[config.mk]
export PLATFORM = sky130hd
export DESIGN_NAME = magic_nor_sequencer_flat
export DESIGN_NICKNAME = d
export VERILOG_FILES = /design/src/rtl/magic_pkg.sv /design/src/rtl/magic_nor_sequencer_if.sv /design/src/rtl/magic_prog_mem.sv /design/src/rtl/magic_nor_sequencer.sv /design/src/flat_wrapper.sv
export SDC_FILE = /design/constraint.sdc
export NUM_CORES = 1
export LEC_CHECK = 0
export ABC_AREA = 1
export BUFFER_PORTS_ARGS = -buffer_cell sky130_fd_sc_hd__buf_2
export CAP_MARGIN = 30
export CORE_ASPECT_RATIO = 0.5
export CORE_UTILIZATION = 60
export CTS_BUF_LIST = sky130_fd_sc_hd__clkbuf_2
export DETAILED_ROUTE_END_ITERATION = 12
export GPL_TIMING_DRIVEN = 0
export PLACE_DENSITY = 0.8
export SYNTH_ARGS = -nofsm -noshare
export SYNTH_HDL_FRONTEND = slang
export SYNTH_HIERARCHICAL = 1
export SYNTH_SLANG_ARGS = --single-unit
[constraint.sdc]
create_clock -name clk -period 3.4 [get_ports clk]
set_clock_uncertainty 0.05 [all_clocks]
set_input_delay 0.51 -clock clk [delete_from_list [all_inputs] [get_ports clk]]
set_output_delay 0.51 -clock clk [all_outputs]
set_load 0.02 [all_outputs]
[src/rtl/magic_pkg.sv]
// Shared types and sizing for the MAGIC NOR sequencer.
// Optional build macro: MAGIC_INIT_CYCLE_EN (adds the output-cell init cycle).
package magic_pkg;

    localparam int unsigned N_IN        = 5;
    localparam int unsigned N_CELLS     = 32;
    localparam int unsigned N_OPS       = 32;
    localparam int unsigned AW          = $clog2(N_CELLS);
    localparam int unsigned PCW         = $clog2(N_OPS);
    localparam int unsigned OP_W        = 1 + 3 * AW;
    localparam int unsigned CONST0_CELL = 0;

    typedef enum logic [2:0] {
        ST_IDLE,
        ST_LOAD,
        ST_INIT,
        ST_EVAL,
        ST_DONE
    } state_e;

    typedef struct packed {
        logic          last;
        logic [AW-1:0] dst;
        logic [AW-1:0] src_a;
        logic [AW-1:0] src_b;
    } op_t;

    // Cells 0..N_IN hold the constant and the primary inputs; gates may not overwrite them.
    function automatic logic [AW-1:0] first_writable_cell();
        return AW'(N_IN + 1);
    endfunction

endpackage

[src/rtl/magic_nor_sequencer_if.sv]
// Program-load and start/done handshake bundle for the MAGIC NOR sequencer.
interface magic_nor_sequencer_if;
    import magic_pkg::*;

    logic            prog_we;
    logic [PCW-1:0]  prog_addr;
    logic [OP_W-1:0] prog_data;
    logic            start;
    logic [N_IN-1:0] in_vec;
    logic [AW-1:0]   out_sel;
    logic            busy;
    logic            done;
    logic            result;
    logic            err;

    modport master (
        output prog_we, prog_addr, prog_data, start, in_vec, out_sel,
        input  busy, done, result, err
    );

    modport slave (
        input  prog_we, prog_addr, prog_data, start, in_vec, out_sel,
        output busy, done, result, err
    );

endinterface

[src/rtl/magic_prog_mem.sv]
// Gate program store: synchronous write, combinational read at the program counter.
module magic_prog_mem
    import magic_pkg::*;
(
    input  logic           clk,
    input  logic           we,
    input  logic [PCW-1:0] waddr,
    input  op_t            wdata,
    input  logic [PCW-1:0] raddr,
    output op_t            rdata_c
);

    // Deliberately not reset: contents are undefined until the loader writes them.
    op_t mem_q [N_OPS];

    always_ff @(posedge clk) begin
        if (we) begin
            mem_q[waddr] <= wdata;
        end
    end

    assign rdata_c = mem_q[raddr];

endmodule

[src/rtl/magic_nor_sequencer.sv]
// Executes a stored NOR netlist one gate at a time over one modelled MAGIC crossbar row.
// Build macro MAGIC_INIT_CYCLE_EN inserts a per-gate output-cell initialisation cycle.
module magic_nor_sequencer
    import magic_pkg::*;
(
    input  logic                  clk,
    input  logic                  rst,
    magic_nor_sequencer_if.slave  bus
);

    state_e             state_q,   state_d;
    logic [PCW-1:0]     pc_q,      pc_d;
    logic [N_CELLS-1:0] cells_q,   cells_d;
    logic [N_IN-1:0]    in_vec_q,  in_vec_d;
    logic [AW-1:0]      out_sel_q, out_sel_d;
    logic               busy_q,    busy_d;
    logic               done_q,    done_d;
    logic               result_q,  result_d;
    logic               err_q,     err_d;

    op_t  cur_op_c;
    logic prog_wr_c;
    logic dst_legal_c;
    logic nor_c;
    logic last_op_c;

    // Loader writes are honoured only while idle.
    assign prog_wr_c = bus.prog_we && (state_q == ST_IDLE);

    magic_prog_mem u_prog_mem (
        .clk     (clk),
        .we      (prog_wr_c),
        .waddr   (bus.prog_addr),
        .wdata   (op_t'(bus.prog_data)),
        .raddr   (pc_q),
        .rdata_c (cur_op_c)
    );

    assign dst_legal_c = (cur_op_c.dst >= first_writable_cell());
    assign nor_c       = ~(cells_q[cur_op_c.src_a] | cells_q[cur_op_c.src_b]);
    assign last_op_c   = cur_op_c.last || (pc_q == PCW'(N_OPS - 1));

    always_ff @(posedge clk or posedge rst) begin
        if (rst) begin
            state_q   <= ST_IDLE;
            pc_q      <= '0;
            cells_q   <= '0;
            in_vec_q  <= '0;
            out_sel_q <= '0;
            busy_q    <= 1'b0;
            done_q    <= 1'b0;
            result_q  <= 1'b0;
            err_q     <= 1'b0;
        end else begin
            state_q   <= state_d;
            pc_q      <= pc_d;
            cells_q   <= cells_d;
            in_vec_q  <= in_vec_d;
            out_sel_q <= out_sel_d;
            busy_q    <= busy_d;
            done_q    <= done_d;
            result_q  <= result_d;
            err_q     <= err_d;
        end
    end

    always_comb begin
        state_d   = state_q;
        pc_d      = pc_q;
        cells_d   = cells_q;
        in_vec_d  = in_vec_q;
        out_sel_d = out_sel_q;
        busy_d    = busy_q;
        done_d    = 1'b0;
        result_d  = result_q;
        err_d     = err_q;

        case (state_q)
            ST_IDLE: begin
                if (bus.start) begin
                    state_d   = ST_LOAD;
                    busy_d    = 1'b1;
                    in_vec_d  = bus.in_vec;
                    out_sel_d = bus.out_sel;
                end
            end

            ST_LOAD: begin
                cells_d         = '0;
                cells_d[N_IN:1] = in_vec_q;
                pc_d            = '0;
                err_d           = 1'b0;
`ifdef MAGIC_INIT_CYCLE_EN
                state_d = ST_INIT;
`else
                state_d = ST_EVAL;
`endif
            end

            ST_INIT: begin
`ifdef MAGIC_INIT_CYCLE_EN
                if (dst_legal_c) begin
                    cells_d[cur_op_c.dst] = 1'b1;
                end
`endif
                state_d = ST_EVAL;
            end

            ST_EVAL: begin
                // The init build ANDs into the pre-set output cell, so dst == src reads back the 1.
                if (dst_legal_c) begin
`ifdef MAGIC_INIT_CYCLE_EN
                    cells_d[cur_op_c.dst] = cells_q[cur_op_c.dst] & nor_c;
`else
                    cells_d[cur_op_c.dst] = nor_c;
`endif
                end else begin
                    err_d = 1'b1;
                end
                if (last_op_c) begin
                    state_d = ST_DONE;
                end else begin
                    pc_d = pc_q + PCW'(1);
`ifdef MAGIC_INIT_CYCLE_EN
                    state_d = ST_INIT;
`else
                    state_d = ST_EVAL;
`endif
                end
            end

            ST_DONE: begin
                result_d = cells_q[out_sel_q];
                done_d   = 1'b1;
                busy_d   = 1'b0;
                state_d  = ST_IDLE;
            end

            default: begin
                state_d = ST_IDLE;
                busy_d  = 1'b0;
            end
        endcase

        cells_d[AW'(CONST0_CELL)] = 1'b0;
    end

    assign bus.busy   = busy_q;
    assign bus.done   = done_q;
    assign bus.result = result_q;
    assign bus.err    = err_q;

endmodule

[src/flat_wrapper.sv]
// flat-port wrapper written by rule: the top's interface ports become plain ports
module magic_nor_sequencer_flat import magic_pkg::*;
  (clk, rst, bus_prog_we, bus_prog_addr, bus_prog_data, bus_start, bus_in_vec, bus_out_sel, bus_busy, bus_done, bus_result, bus_err);
  magic_nor_sequencer_if bus_i ();
  input  logic clk;
  input  logic rst;
  input wire logic [$bits(bus_i.prog_we)-1:0] bus_prog_we;
  input wire logic [$bits(bus_i.prog_addr)-1:0] bus_prog_addr;
  input wire logic [$bits(bus_i.prog_data)-1:0] bus_prog_data;
  input wire logic [$bits(bus_i.start)-1:0] bus_start;
  input wire logic [$bits(bus_i.in_vec)-1:0] bus_in_vec;
  input wire logic [$bits(bus_i.out_sel)-1:0] bus_out_sel;
  output wire logic [$bits(bus_i.busy)-1:0] bus_busy;
  output wire logic [$bits(bus_i.done)-1:0] bus_done;
  output wire logic [$bits(bus_i.result)-1:0] bus_result;
  output wire logic [$bits(bus_i.err)-1:0] bus_err;
  assign bus_i.prog_we = bus_prog_we;
  assign bus_i.prog_addr = bus_prog_addr;
  assign bus_i.prog_data = bus_prog_data;
  assign bus_i.start = bus_start;
  assign bus_i.in_vec = bus_in_vec;
  assign bus_i.out_sel = bus_out_sel;
  assign bus_busy = bus_i.busy;
  assign bus_done = bus_i.done;
  assign bus_result = bus_i.result;
  assign bus_err = bus_i.err;
  magic_nor_sequencer u_core (.clk(clk), .rst(rst), .bus(bus_i));
endmodule
## Word-level counts from Yosys, hierarchy flattened

Memories as Yosys holds them, arrays and structs flattened.
Index checks and enable logic that the tools add are counted.

- Reduce and logical (&&, ||, !) cells: 12
- Add/sub/neg operators: 1
- Bitwise gates (word level): 3
- Muxes and demuxes: 23
- $lt $le $gt $ge: 6
- Eq/ne operators: 9

Operators by type and width:

| kind | number |
|---|---|
| 32-bit case mux with 2 select lines | 1 |
| 32-bit bitwise mux | 1 |
| 32-bit 2-to-1 mux | 1 |
| 5-bit by 6-bit < comparator with 1-bit output, second input constant | 4 |
| 1-bit binary-select mux with 5-bit select | 3 |
| 5-bit case mux with 2 select lines | 1 |
| 2-bit AND reduction | 5 |
| 1-bit 2-to-1 mux | 9 |
| 3-bit case mux with 3 select lines | 1 |
| 3-bit by 2-bit == test with 1-bit output, second input constant | 2 |
| 3-bit 2-to-1 mux | 2 |
| 2-bit inequality test, second input constant | 3 |
| 5-bit by 1-bit adder with 5-bit output, second input constant | 1 |
| 1-bit demux with 5-bit select | 1 |
| 5-bit == test, second input constant | 1 |
| 5-bit by 1-bit greater-or-equal comparator with 1-bit output, second input constant | 1 |
| 5-bit by 3-bit greater-or-equal comparator with 1-bit output, second input constant | 1 |
| 5-bit 2-to-1 mux | 1 |
| 1-bit case mux with 2 select lines | 2 |
| 3-bit by 1-bit == test with 1-bit output, second input constant | 1 |
| 3-bit == test, second input constant | 1 |
| 3-bit zero test | 1 |
| 3-bit OR reduction | 1 |
| 1-bit logical AND | 2 |
| 6 further kinds | 7 |

- Logic and storage cells: 64
- RAM bits: 512
- Output and inout port bits: 4
- Memories kept: 1
- Register bits: 53

Memories:

| name | depth | width | rd ports | clocked after memory_dff | write ports | RTL line | text |
|---|---|---|---|---|---|---|---|
| u_core.u_prog_mem.mem_q | 32 | 16 | 1 | 0 | 1 | magic_prog_mem.sv:14 | `op_t mem_q [N_OPS];` |

## Logic depth before layout (Yosys ltp)

Gate-level depths: netlist of the first run.
An unclocked memory read counts as a cell.

- Depth in word-level cells: 8
- Mapped depth: 27

## Hierarchy

The synthesis of the first run kept the hierarchy.

Modules (own cells, without submodules):

| module | instances | sequential area each (µm²) | cells each | area an instance (µm²) |
|---|---|---|---|---|
| magic_prog_mem | 1 | 15,374.7 | 1,778 | 20,981.4 |
| magic_nor_sequencer | 1 | 1,326.3 | 577 | 3,661.0 |

## Least setup slack after synthesis of the first run

No wires, ideal clock.

- Path kind: reg-to-reg
- Start: register u_core.pc_q[0]
- End: register u_core.cells_q[23]
- Buffers on the path: 6
- Arrival time: 2.371 ns
- Required time: 3.233 ns
- Setup slack: 0.862 ns
- Clock period less this slack: 2.538 ns
- Cell stages (with the launch flop): 27
- Cell sequence: dfrtp_1 > buf_6 > inv_6 > buf_8 > buf_6 > nand2_1 > nand3_1 > nand3_1 > nand2_1 > nand2_1 > nand2_1 > nand2_1 > nand2_1 > buf_6 > inv_2 > buf_6 > nand2_1 > nand3_1 > nand3_1 > nand3_1 > nand3_1 > nand2_1 > nand2_4 > buf_6 > nand2_1 > nand2_1 > nand2_1

RTL lines:

| item | RTL line | text |
|---|---|---|
| start: declaration | magic_nor_sequencer.sv:12 | `logic [PCW-1:0] pc_q, pc_d;` |
| start signal: assignment | magic_nor_sequencer.sv:56 | `pc_q <= pc_d;` |
| end signal: assignment | magic_nor_sequencer.sv:57 | `cells_q <= cells_d;` |
| end: declaration | magic_nor_sequencer.sv:13 | `logic [N_CELLS-1:0] cells_q, cells_d;` |

==> flow_summary.toml, run 1 <==
[placed_design]
place_ws_ns = -0.3136
place_congestion = 1.018
hpwlAfterDp_um = 46820
io_buffer_count = 38
place_area_um2 = 26050

[timing]
setup_viol = 0
period_needed_ns = 3.379
whs_ns = 0.1478
worstMarginPinSlew_ns = 1.097
fmax_mhz = 296.0
relSlewSlack_pct = 26.76
setup_ws_ns = 0.02131
final.period_utilization_pct = 99.37
hold_viol = 0
report.final.slew_viol_count = 0

[worst_setup_path]
r2r_cells = 25
crit_type = "flip-flop to flip-flop"
cp_common_cell = "nand2_1"
crit_fanout = 10
endpoint_kind = "flip-flop"
arrival_ns = 4.32
slowest_stage = "dfrtp_2"
setup.worst_path.start_class = "flip-flop"
cpPeakStageDelay_ns = 0.47
worstPathRequired_ns = 4.34
rrSetupSlack_ns = 0.02

[yosys]
seq_area_frac_synth_pct = 67.77
synthTopCellsByArea = "edfxtp_1 (62%), nand2_1 (14%), nand3_1 (9.4%), dfrtp_1 (5.4%), nor2_1 (2.0%)"
synth_top_area_share_pct = 62.39
post_synth_inst_count = 2355
synth_edf_count = 512
syn_avg_cell_area_um2 = 10.46
yosys.area.top_type = "edfxtp_1"
yosysWarnings = 6
synth_seq_cells = 565
async_flop_share_pct = 9.381
ys.flop_type = "edfxtp_1"
syn_area_um2 = 24640
synth_common_cells = "nand2_1 (916), edfxtp_1 (512), nand3_1 (461)"
syn_nets = 2392
yosys.cell_count.top_type = "nand2_1"
synth_cell_types = 40

[floorplan]
pin_count = 39
fp.coreArea_um2 = 40470
fp.dieW_um = 288.6
placementRows = 52
die_h_um = 145.3
start_util_pct = 60.89
dieArea_um2 = 41930

[worst_hold_path]
min_path_type = "input port to flip-flop"
whs_path_depth = 3

[pwr]
p_leak_nw = 11.15
p_int_mw = 11.87
power_frac_clock_pct = 20.9
seq_power_share_pct = 41.5
cellPowerDensity_nw_per_um2 = 697.9
max-vdd-ir-drop_uv = 313.6
p_switching_mw = 7.790
comb_power_share_pct = 37.6
swShare_pct = 39.63

[clocking]
numCtsBuffers = 117
cts_tree = "yes"
htreeDepth = 3
clock_sinks = 565
cts.reportedPaths.clkPinSlew_ns = 0.13
worstSkewPairLatency_ns = 1.16
root_buffer = "clkbuf_2"
clock_path_buffers = 3

[drt]
via_per_inst = 6.128
num_vias = 19787
wl_per_cell_um = 23.20
first_pass_iters = 6
dr.first_iter.drc_count = 3209
remaining_drc_errors = 0
totalWireLength_um = 74910
drtAntennaViolNets = 0

[global_routing]
grt_pass1_vias = 18239
grt_antenna_before_repair = 1
grt-ovfl-total = 0
grt_pass1_wl_um = 107000
grt_util_all_layers_pct = 34.99
grt_max_degree = 35

[run]
drv_cap = 0

[finish]
final_util_pct = 69.60
layout-drive-gt1-share_pct = 18.12
syn_to_final_growth_pct = 14.30
fin_nets = 2640
fin_area_um2 = 28170

[outcome]
status = "finished clean"
[layout make-up]
| type | instances | area, um2 |
|---|---|---|
| Clock buffer | 176 | 880.8 |
| Buffer | 125 | 1077 |
| Inverter | 69 | 286.5 |
| Multi-Input combinational cell | 1597 | 7042 |
| Sequential cell | 565 | 16700 |
| Fill cell | 2785 | 12300 |
| Antenna cell | 1 | 2.502 |
| Tap cell | 540 | 675.6 |
| Clock inverter | 28 | 176.4 |
| Timing Repair Buffer | 128 | 1323 |
[logic make-up after synthesis]
kind of cell / count (synthesis) / synth area share, %
mux: 3 / 0.1371
flops: 565 / 67.77
xor+xnor: 1 / 0.03555
simple gates: 1529 / 25.90
fa+ha+maj: 2 / 0.1015
compound gates: 60 / 1.361
buf+inv: 195 / 4.692
[worst max-delay path, delay by kind of cell (launching register included)]
kind | cells | cell delay, ns
AND/OR/NAND/NOR | 18 | 1.60
buffers and inverters | 7 | 1.09
flip-flops | 1 | 0.47
[state kept, by name, summed over array words and instances (netlist names)]
| name | cells |
|---|---|
| u_core/cells_q | 31 |
| u_core/bus.result | 1 |
| u_core/in_vec_q | 5 |
| u_core/bus.done | 1 |
| u_core/u_prog_mem/mem_q | 512 |
| u_core/bus.err | 1 |
| u_core/out_sel_q | 5 |
| u_core/pc_q | 5 |
| u_core/bus.busy | 1 |
| u_core/state_q | 3 |
[metrics by stage]
stage | TNS [ns] | total power [mW] | cells
after global placement | -5.102 | 14.25 | 2933
after CTS | 0 | 18.57 | 3206
after detailed placement | -7.724 | 14.46 | 2959
after floorplan | 0 | 12.39 | 2355
after global routing | -0.4401 | 20.46 | 3229
final | 0 | 19.66 | 3229
[final timing paths]
check                                              startpoint                                       to
worst min-delay path                         bus_prog_addr[1]  u_core/u_prog_mem/mem_q[7][4]$_DFFE_PP_
worst min register to register  u_core/bus.result$_DFFE_PP0P_            u_core/bus.result$_DFFE_PP0P_
max in group asynchronous                                 rst               u_core/pc_q[1]$_DFFE_PP0P_
worst max register to register     u_core/pc_q[0]$_DFFE_PP0P_           u_core/cells_q[24]$_DFFE_PP0P_
min in group asynchronous                                 rst           u_core/cells_q[15]$_DFFE_PP0P_
worst max-delay path               u_core/pc_q[0]$_DFFE_PP0P_           u_core/cells_q[24]$_DFFE_PP0P_
[cell usage in the layout, fill, tap and decap left out, types with 3 or more instances in the layout]
cell and count:
dfrtp_1 51, clkbuf_1 9, buf_6 29, nand2_4 3
buf_4 36, clkbuf_4 13, a21oi_1 21, dlygate4sd3_1 42
clkinv_2 4, buf_2 60, mux2_2 3, clkinv_1 17
nand3_2 19, edfxtp_1 512, buf_12 6, inv_1 59
nand3_1 442, nand2_1 902, nor2_1 100, inv_6 4
clkbuf_2 189, buf_16 5, nand2_2 23, o21ai_0 26
clkbuf_16 5, buf_8 33, inv_2 5, nor2_2 33
[power groups by stage]
stage / Sequential, mW / Clock (mW) / Combinational (mW)
3_3_place_gp: 8.28 / 0 / 5.97
3_5_place_dp: 8.28 / 0 / 6.17
5_1_grt: 8.18 / 4.45 / 7.83
2_1_floorplan: 8.20 / 0 / 4.18
4_1_cts: 8.13 / 4.13 / 6.31
6_report: 8.15 / 4.12 / 7.39
[metal layers]
layer | track usage (%) | wire length [um] | up-vias
met3 | 11.37 | 12170 | 206
met2 | 50.96 | 32820 | 1666
li1 | - | - | 8589
met1 | 49.19 | 27230 | 9326
met4 | 13.71 | 2687 | 0
met5 | 0 | 0 | -
[repair_timing]
item                                    CTS  global route
endpoints found under the setup margin   31            31
hold buffers                             42             0
buffers inserted                          1            15
cloned                                    0             8
hold endpoints to repair                595             0
pin swaps                                 0            20
resized for setup                        20           109
Note: power is estimated with default switching activity, not from simulation.
==> inputs of run 2 (changes only) <==
clock period = 4.2 ns   (was 3.4 ns; I/O delays follow)
==> run 2 against run 1 <==
Against the previous run:
- maximum frequency is 16% lower
- critical path depth shrank 4
- critical endpoint is now u_core/cells_q[23]$_DFFE_PP0P_
- worst setup slack better by 0.18 ns
- cell area shrank 2.7%
==> flow_summary.toml, run 2 (synthesized netlist as in run 1, its figures left out) <==
[worst_setup_path]
crit_buf_inv = 5
rrSetupSlack_ns = 0.20
crit_type = "flip-flop to flip-flop"
r2r_cells = 21
crit_fanout = 10
r2r_end = "u_core/cells_q[23]$_DFFE_PP0P_"
cp_cell_sequence = "clkbuf_1 > buf_2 > nand3_1 > nand2_1 > nand2_1 > nand2_1 > nand2_1 > nand2_1 > buf_4 > inv_1 > nand3_1 > nand3_1 > nand2_1 > nand2_1 > nand3_2 > nand2_2 > nand2_4 > buf_6 > nand2_1 > nand2_1 > nand2_1"
arrival_ns = 4.92
slowest_stage = "clkbuf_1"
cp_common_cell = "nand2_1"
r2r-start = "u_core/pc_q[2]$_DFFE_PP0P_"
worst_path_dominant_cell_family = "simple AND/OR/NAND/NOR gates"
endpoint_kind = "flip-flop"
worstPathRequired_ns = 5.12
setup.worst_path.start_class = "flip-flop"
cpPeakStageDelay_ns = 0.67

[global_routing]
grt_util_all_layers_pct = 34.48
grt-ovfl-total = 0
grt_antenna_before_repair = 1
grt_max_degree = 35
grt_pass1_wl_um = 105500
grt_pass1_vias = 18002

[clocking]
clock_path_buffers = 3
post_cts_buffers = 0
clock_sinks = 565
post_cts_resized = 0
worstSkewPairLatency_ns = 1.15
numCtsBuffers = 117
root_buffer = "clkbuf_2"
cts.reportedPaths.clkPinSlew_ns = 0.11
hold_buffers = 29
htreeDepth = 3
cts_tree = "yes"

[timing]
final.period_utilization_pct = 95.30
worstMarginPinSlew_ns = 1.097
setup_viol = 0
fmax_mhz = 249.8
whs_ns = 0.07631
rsz0062_at_grt = "no"
relSlewSlack_pct = 26.79
period_needed_ns = 4.003
final.setup.tns_ns = 0
report.final.slew_viol_count = 0
hold_viol = 0

[floorplan]
placementRows = 52
start_util_pct = 60.89
fp.coreArea_um2 = 40470
dieArea_um2 = 41930
die_h_um = 145.3
pin_count = 39
fp.dieW_um = 288.6

[drt]
remaining_drc_errors = 0
top_layer = "met5"
dr.first_iter.drc_count = 2789
num_vias = 19343
first_pass_iters = 8
wl_per_cell_um = 22.64
wl_met2_um = 31800
wl_met3_um = 11870
via_per_inst = 6.056
drtAntennaViolNets = 0
totalWireLength_um = 72300
met1Wirelength_um = 26240

[finish]
largest_reg_flops = 512
top_register = "u_core/u_prog_mem/mem_q"
layout-drive-gt1-share_pct = 15.45
stdcell_count = 3194
fin_nets = 2605
ff_latch_area_um2 = 16700
multi_input_area_um2 = 6865
syn_to_final_growth_pct = 11.22
top_regs = "u_core/u_prog_mem/mem_q x512, u_core/cells_q x31"
fillerInstances = 2906
mostFrequentLayoutCell = "nand2_1"
fin_area_um2 = 27410
final_cell_mix = "nand2_1 (916), edfxtp_1 (512), nand3_1 (461)"

[placed_design]
place_congestion = 1.018
io_buffer_count = 38
hpwlAfterDp_um = 46820
place_area_um2 = 26050
place_inst = 2959

[pwr]
p_leak_nw = 10.82
max-vdd-ir-drop_uv = 258.3
power_mw = 15.16
cellPowerDensity_nw_per_um2 = 553.1

[worst_hold_path]
whs_path_depth = 3
min_to = "u_core/u_prog_mem/mem_q[18][15]$_DFFE_PP_"
min_path_type = "input port to flip-flop"
hold_start = "bus_prog_addr[4]"

[outcome]
status = "finished clean"

[run]
drv_cap = 0
-- run 2: changes by cell type in the layout (fill, tap and decap cells not counted), moves of 13 or more --
cell / previous run / this run
nand3_2: 19 / 2
nand3_1: 442 / 461
nand2_2: 23 / 10
clkbuf_1: 9 / 23
clkbuf_2: 189 / 176
nand2_1: 902 / 916
buf_2: 60 / 75
-- run 2: power breakdown --
group | switching (mW) | total (mW) | internal, mW
clock | 2.11 | 3.31 | 1.20
combinational | 3.67 | 5.25 | 1.58
sequential | 0.233 | 6.60 | 6.36
total | 6.01 | 15.2 | 9.14
-- run 2: worst register-to-register path: stages (launching register included) --
cell      delay [ns]
dfrtp_1         0.49
clkbuf_1        0.67
buf_2           0.39
nand3_1         0.26
nand2_1         0.22
nand2_1         0.09
nand2_1         0.12
nand2_1         0.07
nand2_1         0.12
buf_4           0.20
inv_1           0.20
nand3_1         0.14
nand3_1         0.07
nand2_1         0.13
nand2_1         0.08
nand3_2         0.08
nand2_2         0.06
nand2_4         0.13
buf_6           0.17
nand2_1         0.06
nand2_1         0.06
nand2_1         0.05
-- run 2: area by class of cell --
class	instances	area share (%)
Inverter	69	0.9633
Buffer	126	3.255
Clock buffer	176	3.214
Clock inverter	28	0.6437
Sequential cell	565	60.94
Multi-Input combinational cell	1595	25.05
Timing Repair Buffer	94	3.461
Antenna cell	1	0.009131
Tap cell	540	2.465
-- run 2: how the worst max path moves through the flow --
stage	from	endpoint	depth (start not counted)
floorplan	u_core/pc_q[0]$_DFFE_PP0P_	u_core/cells_q[15]$_DFFE_PP0P_	26
global placement	u_core/pc_q[2]$_DFFE_PP0P_	u_core/cells_q[6]$_DFFE_PP0P_	16
detailed placement	u_core/pc_q[2]$_DFFE_PP0P_	u_core/cells_q[10]$_DFFE_PP0P_	22
CTS	u_core/pc_q[2]$_DFFE_PP0P_	u_core/cells_q[23]$_DFFE_PP0P_	16
global route	u_core/pc_q[2]$_DFFE_PP0P_	u_core/cells_q[10]$_DFFE_PP0P_	22
finish	u_core/pc_q[2]$_DFFE_PP0P_	u_core/cells_q[23]$_DFFE_PP0P_	21
-- run 2: stage by stage --
| step | worst slack (ns) | utilization [%] |
|---|---|---|
| after floorplan | 1.662 | - |
| after global placement | 0.5752 | 63.03 |
| after detailed placement | 0.4864 | 64.36 |
| after CTS | 0.5050 | 67.69 |
| after global routing | 0.1584 | 67.72 |
| final | 0.1975 | 67.72 |
-- run 2: layer usage --
metal	vias to the layer above	track usage, %
li1	8510	-
met1	9057	48.19
met2	1579	50.82
met3	195	11.40
met4	2	12.13
met5	-	1.591
